===== config.mk =====
export PLATFORM = sky130hd
export DESIGN_NAME = muldiv_sequencer
export DESIGN_NICKNAME = d
export VERILOG_FILES = /design/src/rtl/muldiv_sequencer.sv
export SDC_FILE = /design/constraint.sdc
export NUM_CORES = 1
export LEC_CHECK = 0
export ABC_AREA = 0
export CAP_MARGIN = 20
export CORE_MARGIN = 3
export CORE_UTILIZATION = 47
export CTS_BUF_LIST = sky130_fd_sc_hd__clkbuf_2
export CTS_CLUSTER_SIZE = 25
export DETAILED_ROUTE_END_ITERATION = 16
export DONT_BUFFER_PORTS = 1
export PLACE_DENSITY = 0.7
export SETUP_SLACK_MARGIN = 0.4
export SYNTH_ARGS = -nofsm -noshare
export SYNTH_HDL_FRONTEND = slang
export SYNTH_SLANG_ARGS = --single-unit

===== constraint.sdc =====
create_clock -name clock -period 6.3 [get_ports clock]
set_input_delay 1.26 -clock clock [delete_from_list [all_inputs] [get_ports clock]]
set_output_delay 1.26 -clock clock [all_outputs]
set_load 0.02 [all_outputs]

===== src/rtl/muldiv_sequencer.sv =====
// muldiv_sequencer: iterative multiply/divide controller owning the HI/LO pair.
// Optional feature: define MULDIV_FAST_MUL_EN for single-cycle multiplies.
`timescale 1ns/1ps

package muldiv_pkg;
    typedef enum logic [4:0] {
        Alu_Func_Addu,
        Alu_Func_Subu,
        Alu_Func_And,
        Alu_Func_Or,
        Alu_Func_Xor,
        Alu_Func_Slt,
        Alu_Func_Sltu,
        Alu_Func_Sll,
        Alu_Func_Srl,
        Alu_Func_Sra,
        Alu_Func_Muls,
        Alu_Func_Mulu,
        Alu_Func_Divs,
        Alu_Func_Divu,
        Alu_Func_Mfhi,
        Alu_Func_Mflo,
        Alu_Func_Mthi,
        Alu_Func_Mtlo
    } alu_func_t;
endpackage

module muldiv_sequencer
    import muldiv_pkg::*;
#(
    parameter int unsigned WIDTH = 32
) (
    input  logic             clock,
    input  logic             reset,
    input  logic             valid,
    input  alu_func_t        func,
    input  logic [WIDTH-1:0] a,
    input  logic [WIDTH-1:0] b,
    input  logic             flush,
    output logic             stall,
    output logic             busy,
    output logic [WIDTH-1:0] hi,
    output logic [WIDTH-1:0] lo,
    output logic [WIDTH-1:0] result
);
    localparam int unsigned CW = $clog2(WIDTH);

    typedef enum logic [1:0] {IDLE, RUN, FIX} state_t;
    typedef enum logic [1:0] {OP_MUL, OP_DIV, OP_DIV0, OP_FMUL} op_t;

    state_t state, state_next;
    op_t    op;

    logic [2*WIDTH-1:0] acc;
    logic [WIDTH-1:0]   opnd;
    logic [CW-1:0]      cnt;
    logic               sign_a, sign_b;

    logic               hilo_class, accept, is_mul, is_div, is_signed, start;
    logic               a_neg, b_neg;
    logic [WIDTH-1:0]   a_mag, b_mag;

    logic [WIDTH:0]     mul_sum;
    logic [2*WIDTH-1:0] mul_step;
    logic [WIDTH:0]     div_part, div_diff;
    logic [2*WIDTH-1:0] div_step;
    logic [2*WIDTH-1:0] mul_prod;
    logic [WIDTH-1:0]   fix_hi, fix_lo;

    assign hilo_class = func inside {Alu_Func_Muls, Alu_Func_Mulu, Alu_Func_Divs, Alu_Func_Divu,
                                     Alu_Func_Mfhi, Alu_Func_Mflo, Alu_Func_Mthi, Alu_Func_Mtlo};
    assign busy      = (state != IDLE);
    assign stall     = valid & busy & hilo_class & ~flush;
    assign accept    = valid & ~busy & ~flush;
    assign is_mul    = (func == Alu_Func_Muls) || (func == Alu_Func_Mulu);
    assign is_div    = (func == Alu_Func_Divs) || (func == Alu_Func_Divu);
    assign is_signed = (func == Alu_Func_Muls) || (func == Alu_Func_Divs);
    assign start     = accept & (is_mul | is_div);

    assign a_neg = is_signed & a[WIDTH-1];
    assign b_neg = is_signed & b[WIDTH-1];
    assign a_mag = a_neg ? -a : a;
    assign b_mag = b_neg ? -b : b;

    always_comb begin
        result = '0;
        if (valid && func == Alu_Func_Mfhi) result = hi;
        if (valid && func == Alu_Func_Mflo) result = lo;
    end

    // Shift-add keeps the multiplier in the low half and shifts the partial product in from the top.
    assign mul_sum  = {1'b0, acc[2*WIDTH-1:WIDTH]} + (acc[0] ? {1'b0, opnd} : '0);
    assign mul_step = {mul_sum, acc[WIDTH-1:1]};

    // Restoring divide: {remainder, dividend/quotient} shifts left one bit per iteration.
    assign div_part = {acc[2*WIDTH-1:WIDTH], acc[WIDTH-1]};
    assign div_diff = div_part - {1'b0, opnd};
    assign div_step = div_diff[WIDTH] ? {div_part[WIDTH-1:0], acc[WIDTH-2:0], 1'b0}
                                      : {div_diff[WIDTH-1:0], acc[WIDTH-2:0], 1'b1};

    assign mul_prod = (sign_a ^ sign_b) ? -acc : acc;

`ifdef MULDIV_FAST_MUL_EN
    logic               fast_signed;
    logic [2*WIDTH-1:0] fast_prod;

    always_comb begin
        if (fast_signed)
            fast_prod = $signed({{WIDTH{opnd[WIDTH-1]}}, opnd})
                      * $signed({{WIDTH{acc[WIDTH-1]}}, acc[WIDTH-1:0]});
        else
            fast_prod = {{WIDTH{1'b0}}, opnd} * {{WIDTH{1'b0}}, acc[WIDTH-1:0]};
    end

    always_ff @(posedge clock or posedge reset) begin
        if (reset)      fast_signed <= 1'b0;
        else if (start) fast_signed <= is_signed;
    end
`endif

    always_comb begin
        fix_hi = mul_prod[2*WIDTH-1:WIDTH];
        fix_lo = mul_prod[WIDTH-1:0];
        case (op)
            OP_DIV: begin
                fix_lo = (sign_a ^ sign_b) ? -acc[WIDTH-1:0] : acc[WIDTH-1:0];
                fix_hi = sign_a ? -acc[2*WIDTH-1:WIDTH] : acc[2*WIDTH-1:WIDTH];
            end
            OP_DIV0: begin
                fix_lo = '1;
                fix_hi = acc[WIDTH-1:0];
            end
`ifdef MULDIV_FAST_MUL_EN
            OP_FMUL: begin
                fix_hi = fast_prod[2*WIDTH-1:WIDTH];
                fix_lo = fast_prod[WIDTH-1:0];
            end
`endif
            default: ;
        endcase
    end

    always_comb begin
        state_next = state;
        case (state)
            IDLE: begin
                if (start) begin
                    if (is_div && b == '0)
                        state_next = FIX;
`ifdef MULDIV_FAST_MUL_EN
                    else if (is_mul)
                        state_next = FIX;
`endif
                    else
                        state_next = RUN;
                end
            end
            RUN:     if (cnt == CW'(WIDTH - 1)) state_next = FIX;
            FIX:     state_next = IDLE;
            default: state_next = IDLE;
        endcase
        if (flush) state_next = IDLE;
    end

    always_ff @(posedge clock or posedge reset) begin
        if (reset) state <= IDLE;
        else       state <= state_next;
    end

    always_ff @(posedge clock or posedge reset) begin
        if (reset) begin
            hi     <= '0;
            lo     <= '0;
            acc    <= '0;
            opnd   <= '0;
            cnt    <= '0;
            sign_a <= 1'b0;
            sign_b <= 1'b0;
            op     <= OP_MUL;
        end else begin
            if (start) begin
                cnt    <= '0;
                sign_a <= a_neg;
                sign_b <= b_neg;
                if (is_div) begin
                    if (b == '0) begin
                        op  <= OP_DIV0;
                        acc <= {{WIDTH{1'b0}}, a};
                    end else begin
                        op   <= OP_DIV;
                        acc  <= {{WIDTH{1'b0}}, a_mag};
                        opnd <= b_mag;
                    end
                end else begin
`ifdef MULDIV_FAST_MUL_EN
                    op   <= OP_FMUL;
                    acc  <= {{WIDTH{1'b0}}, b};
                    opnd <= a;
`else
                    op   <= OP_MUL;
                    acc  <= {{WIDTH{1'b0}}, b_mag};
                    opnd <= a_mag;
`endif
                end
            end
            if (accept && func == Alu_Func_Mthi) hi <= a;
            if (accept && func == Alu_Func_Mtlo) lo <= a;
            if (state == RUN) begin
                cnt <= cnt + 1'b1;
                acc <= (op == OP_MUL) ? mul_step : div_step;
            end
            if (state == FIX && !flush) begin
                hi <= fix_hi;
                lo <= fix_lo;
            end
        end
    end
endmodule


==> results of run 1 <==
-- flip-flops by register name (all words and copies together) (netlist names) --
register  flops
cnt           5
sign_a        1
hi           32
opnd         32
op            2
lo           32
acc          64
state         2
sign_b        1
-- layout make-up --
type                            count  share of cell area [%]
Sequential cell                   171                    24.6
Clock buffer                       18                   0.517
Timing Repair Buffer               30                    1.64
Clock inverter                     14                   0.833
Antenna cell                        3                  0.0431
Tap cell                          461                    3.31
Inverter                           74                    1.62
Multi-Input combinational cell   1831                    67.5
-- through the flow --
step | setup WS (ps) | cell area, um^2 | hold WS, ps
2_1_floorplan | 408 | 17000 | 450
3_3_place_gp | 1610 | 17100 | 465
3_5_place_dp | 1480 | 17100 | 470
4_1_cts | 1760 | 17400 | 326
5_1_grt | 1340 | 17400 | 301
6_report | 1680 | 17400 | 301
-- kinds of logic (layout without fill, tap and decap cells) --
| kind of cell | after synthesis | in the layout | synth area share (%) |
|---|---|---|---|
| simple gates | 737 | 737 | 19.8 |
| compound gates | 699 | 699 | 26.2 |
| buf+inv | 263 | 136 | 6.04 |
| xor+xnor | 215 | 215 | 11.1 |
| flops | 171 | 171 | 25.1 |
| mux | 105 | 105 | 6.22 |
| fa+ha+maj | 75 | 75 | 5.60 |
| other cells | 0 | 3 | 0 |
-- final timing paths --
check / start / endpoint / slack, ps
setup reg to reg: acc[0] / acc[61] / 1680
hold / removal: reset / acc[39] / 300
min in group clock: flush / state[1] / 430
setup / recovery: acc[0] / acc[61] / 1680
max in group asynchronous: reset / hi[24] / 4630
hold reg to reg: opnd[25] / opnd[25] / 510
-- metal layers --
layer	up-vias	track usage (%)	share of wire (%)
met2	1005	46.0	43
li1	7853	-	-
met1	8221	44.1	43
met3	148	7.21	11
met4	0	9.06	3.0
met5	-	0	0
-- power by group through the flow --
stage	combinational (mW)	clock, mW	sequential, mW
6_report	4.21	0.642	2.33
2_1_floorplan	3.48	0	1.79
5_1_grt	4.62	0.686	2.35
3_5_place_dp	4.09	0	2.30
3_3_place_gp	4.01	0	2.29
4_1_cts	4.11	0.637	2.28
-- layout by cell type (no fill, tap or decap), drive strengths merged, types with 65 or more instances in the layout --
cell type	instances
o21ai	181
mux2i	99
nand2	269
a211oi	65
inv	78
xor2	119
a21oi	174
ha	73
xnor2	96
dfrtp	171
nor2	230
==> summary.txt, run 1 <==
Power and ir drop
  – Internal power: 3.33 mW
  – Power Density: 412 mW/mm^2
  – PnR Total Power: 7.18 mW
  – Switching part of the total: 53.6%
  – Sequential Power Share: between 30% and 40%
  – Combinational Power Share: 58.6%
  – VDD IR max: 260 uV
  – Static leakage: 7.21 nW
  – Clock power share: 8.9%
  – Switching power: 3.85 mW

Timing
  – RSZ-0062 raised after global routing: false
  – Fmax: ~220 MHz
  – Clock skew: 47.4 ps
  – Setup TNS: 0 ps
  – Final setup violation count: 0
  – Worst Tran Pin Value: 1060 ps
  – Fin crit period: roughly 4600 ps
  – Slew margin rel.: 29.6%
  – Count of final hold-check violations: 0
  – Max-slew violation count: 0
  – Period utilisation layout: roughly 73%

Synth
  – Cells after synthesis: 2,265
  – Synth Cell Area: 0.0170 mm^2
  – Synth area leader: dfrtp_1
  – Synthesized Nets: 2,413
  – Synth Flop Type: dfrtp_1
  – Commonest cells in the netlist: nand2_1 (267), nor2_1 (230), o21ai_0 (177)
  – Flops & latches, synth: 171
  – Top-count cell post-synth: nand2_1
  – Synthesis warning total: 0
  – FFs w/ async S/R, synth: 100%
  – Register area share after synthesis: around a quarter
  – Post-synth EDFFs: 0
  – Distinct cells, synth: 76
  – Yosys top cell area share: 25.1%
  – Syn Area/Cell: 7.51 um^2
  – Synth top area cells: dfrtp_1 (25%), xor2_1 (6.1%), nand2_1 (5.9%)

Worst hold path
  – HP Class: input port to asynchronous set/reset pin

Route
  – Detail Route Antenna Nets: 0
  – Vias: 17,227
  – # DRC: 0
  – Vias/cell: approximately 6.6
  – WL per Instance: 23.7 um
  – Drt first pass iters: 6
  – Iter 0 DRT Violations: 2,266
  – WL final: 61.7 mm

GRT
  – Global route overflow: 0
  – Largest net degree at the start of global routing: 82
  – Global-route wire length before repair: between 90 and 100 mm
  – Initial antenna violation count: 1
  – GRT Total Usage: 30.7%
  – Vias in the first global route: 15,764

Floorplanning
  – Core area: between 0.03 and 0.04 mm^2
  – Io pins: ~170
  – Die height: 196 um
  – # rows: just under 70
  – Die width: 196 um
  – Starting Density: 47.7%
  – Total die area: 0.0385 mm^2

Clocking
  – Post-cts repair resize count: 0
  – Hold buffers post-CTS: 0
  – Clock tree from TritonCTS: yes
  – Worst skew pair latency: between 800 and 900 ps
  – CTS root buffer: clkbuf_2
  – Clock slew at reported path FFs: 300 ps
  – Maximum clock insertion buffer count: 2
  – CTS H-tree lvls: 4
  – Cts bufs inserted: 17
  – Clock Sinks: 171
  – Post-CTS setup buffers: 0

Critical path
  – CP Capture Type: flop
  – Critical path required time: just over 7000 ps
  – Top delay family on crit path: compound AO/OA/AOI/OAI gates
  – CP Cell Sequence: and2_1 -> ha_1 -> inv_1 -> fa_1 -> nand2b_1 -> a211oi_1 -> o21ai_0 -> a2111oi_0 -> o211ai_1 -> a211oi_1 -> o21ai_0 -> a32o_1 -> or3_1
  – Setup Crit Path Kind: flop to flop
  – CP startpoint kind: flop
  – Reg2reg path depth: 13
  – Arrival @ worst endpoint: about 5400 ps
  – Buf/Inv on CP: 1
  – Critical Path Stages: 13
  – Slowest stage cell, crit path: a2111oi_0
  – Crit-path max FO: 8
  – Crit-path max cell delay: 910 ps

Layout
  – Final core occ: 48.9%
  – Fin cells: 2,602
  – Synthesis-to-finish area growth: 2.40%
  – Post-layout nets: around 2,300
  – Fillers: 3,492
  – Area of the multi-input gates: 0.0118 mm^2
  – Share of layout cells above drive strength 1: 5.29%
  – Register Area: 0.00428 mm^2

Placed design
  – Number of port buffers: 0
  – Placed Cells: around 2,600
  – Gpl congestion: about 0.94
  – HPWL after DPL: 46.2 mm

Outcome
  – Status: complete, no violations

Job
  – Max-cap viol count: 0
Power figures use the tool's default switching activity.
==> run 2: changes to the inputs <==
- clock period: 6.3 -> 4.3 ns (I/O delays scaled with it)
==> summary.txt, run 2 (same netlist as run 1, synthesis figures left out) <==
Clocking
  – Clock slew at reported path FFs: 330 ps (+30 ps)
  – Maximum clock insertion buffer count: 2 (unchanged)
  – CTS H-tree lvls: 4 (unchanged)
  – Cts bufs inserted: 17 (unchanged)
  – Clock tree from TritonCTS: yes
  – CTS root buffer: clkbuf_2
  – Worst skew pair latency: 910 ps (+60 ps)
  – Clock Sinks: 171 (unchanged)

Route
  – Iter 0 DRT Violations: 2,118 (-6.5%)
  – Drt first pass iters: 6 (unchanged)
  – Vias/cell: 6.53 (-1.4%)
  – Vias: 17,553 (+1.9%)
  – # DRC: 0 (unchanged)
  – WL per Instance: 24.0 um (+1.4%)
  – Detail Route Antenna Nets: 0 (unchanged)
  – WL final: 64.6 mm (+4.8%)

Placed design
  – Area after DPL: 0.0177 mm^2 (+3.6%)
  – HPWL after DPL: 49.6 mm (+7.4%)
  – Number of port buffers: 0 (unchanged)
  – Gpl congestion: 1.06 (+12%)
  – Placed Cells: 2,646 (+3.2%)

Timing
  – Fin crit period: 3820 ps (-798 ps)
  – Fmax: 262 MHz (+21%)
  – Min Hold Slack: 40.5 ps (-260 ps)
  – RSZ-0062 raised after global routing: false
  – Period utilisation layout: 88.9% (+16 points)
  – Worst Tran Pin Value: 1020 ps (-41.6 ps)
  – Count of final hold-check violations: 0 (unchanged)
  – Max-slew violation count: 0 (unchanged)
  – Setup TNS: 0 ps (unchanged)
  – Final setup violation count: 0 (unchanged)
  – Clock skew: 45.8 ps (-1.66 ps)
  – Slew margin rel.: 32.3% (+2.8 points)

Power and ir drop
  – Power Density: 596 mW/mm^2 (+45%)
  – PnR Total Power: 10.8 mW (+50%)
  – VDD IR max: 328 uV (+26%)
  – Static leakage: 7.61 nW (+5.6%)

Worst hold path
  – HP Class: input port to flop

Layout
  – Fin cells: 2,689 (+3.3%)
  – Post-layout nets: 2,361 (+3.9%)
  – Synthesis-to-finish area growth: 6.23%
  – Area of the multi-input gates: 0.0118 mm^2 (+0.23%)
  – Number of flip-flops in the largest register: 64 (unchanged)
  – Finished Cell Area: 0.0181 mm^2 (+3.7%)
  – Register Area: 0.00428 mm^2 (about the same)
  – Top reg by flops: acc
  – Fillers: 3,501 (+0.26%)
  – Leading cell type in the layout, fill and taps excluded: nand2_1
  – Share of layout cells above drive strength 1: 9.03% (+3.7 points)
  – Most frequent cells in the layout: nand2_1 (267), nor2_1 (228), o21ai_0 (176)

Critical path
  – CP Capture Type: flop
  – Crit-path max cell delay: 520 ps (-390 ps)
  – Top delay family on crit path: compound AO/OA/AOI/OAI gates
  – Arrival @ worst endpoint: 4650 ps (-710 ps)
  – CP startpoint kind: flop
  – Critical path required time: 5130 ps (-1910 ps)
  – Setup Crit Path Kind: flop to flop
  – Slowest stage cell, crit path: o311ai_2
  – CP Cell Sequence: inv_1 -> ha_1 -> fa_1 -> nor2b_1 -> o31a_1 -> o311ai_2 -> nand3_1 -> a211o_1 -> a211oi_4 -> buf_12 -> buf_4 -> o311ai_0 -> a22o_1
  – Buf/Inv on CP: 3 (+2)
  – Crit-path max FO: 40 (+32)

GRT
  – Vias in the first global route: 16,429 (+4.2%)
  – Global-route wire length before repair: 98.0 mm (+5.1%)
  – Initial antenna violation count: 3 (+2)
  – Largest net degree at the start of global routing: 68 (-17%)
  – Global route overflow: 0 (unchanged)
  – GRT Total Usage: 32.5% (+1.8 points)

Floorplanning
  – Starting Density: 47.7% (unchanged)
  – Die width: 196 um (unchanged)
  – Io pins: 171 (unchanged)
  – Core area: 0.0357 mm^2 (unchanged)
  – Total die area: 0.0385 mm^2 (unchanged)
  – # rows: 69 (unchanged)
  – Die height: 196 um (unchanged)

Job
  – Max-cap viol count: 0 (unchanged)

Outcome
  – Status: complete, no violations
==> run 2: cell count changes in the layout (fill, tap and decap cells not counted), moves of 2 or more <==
cell	previous run	this run
buf_4	26	108
dlygate4sd3_1	0	7
clkinvlp_4	1	6
inv_8	1	4
a211oi_1	64	62
buf_16	2	0
bufinv_16	2	0
clkinv_2	3	1
clkinv_4	2	0
==> run 2: worst reg2reg max path, delay by kind of cell (launching register included) <==
family	cells	cell delay, ps
buffers and inverters	3	720
flip-flops	1	450
AND/OR/NAND/NOR	2	290
AO/OA/AOI/OAI	6	1820
adder cells (fa/ha/maj)	2	470
==> run 2: power by group <==
part	leakage [nW]	internal, mW	total, mW	switching (mW)
Sequential	2.16	2.08	3.09	1.00
Clock	0.124	0.176	0.900	0.724
Combinational	5.33	2.73	6.79	4.06
==> run 2: timing repair <==
| item | CTS | global route |
|---|---|---|
| setup buffers | 0 | 1 |
| hold buffers | 2 | 5 |
| endpoints found under the hold margin | 5 | 5 |
| endpoints found under the setup margin | 1 | 8 |
| pin swaps | 0 | 2 |
| gates resized for setup | 1 | 8 |
==> run 2: final timing paths <==
| path | startpoint | end | slack (ps) | depth (start not counted) |
|---|---|---|---|---|
| setup / recovery | acc[31] | acc[35] | 480 | 13 |
| setup reg to reg | acc[31] | acc[35] | 480 | 13 |
| hold / removal | a[28] | lo[28] | 40 | 2 |
| hold reg to reg | opnd[11] | opnd[11] | 520 | 2 |
| max in group asynchronous | reset | state[1] | 2810 | 3 |
| min in group asynchronous | reset | acc[37] | 300 | 2 |
==> run 2: metal layers <==
metal	vias to the layer above	part of all wire, %	global-route usage [%]
met5	-	0.020	0
met4	2	3.6	11.8
met3	145	12	9.69
met2	977	43	48.3
met1	8413	42	44.9
li1	8016	-	-
==> run 2: final cells by class <==
type	count	share of cell area, %
Multi-Input combinational cell	1831	65.2
Sequential cell	171	23.7
Timing Repair Buffer	118	5.16
Tap cell	461	3.19
Inverter	74	1.58
Clock inverter	15	0.706
Clock buffer	17	0.471
Antenna cell	2	0.0277
==> run 2: metrics by stage <==
step / setup slack, ps / utilization, %
after floorplan: 748 / -
after global placement: 385 / 49.7
after detailed placement: 368 / 49.8
after CTS: 425 / 50.4
after global routing: 407 / 50.7
final: 479 / 50.7
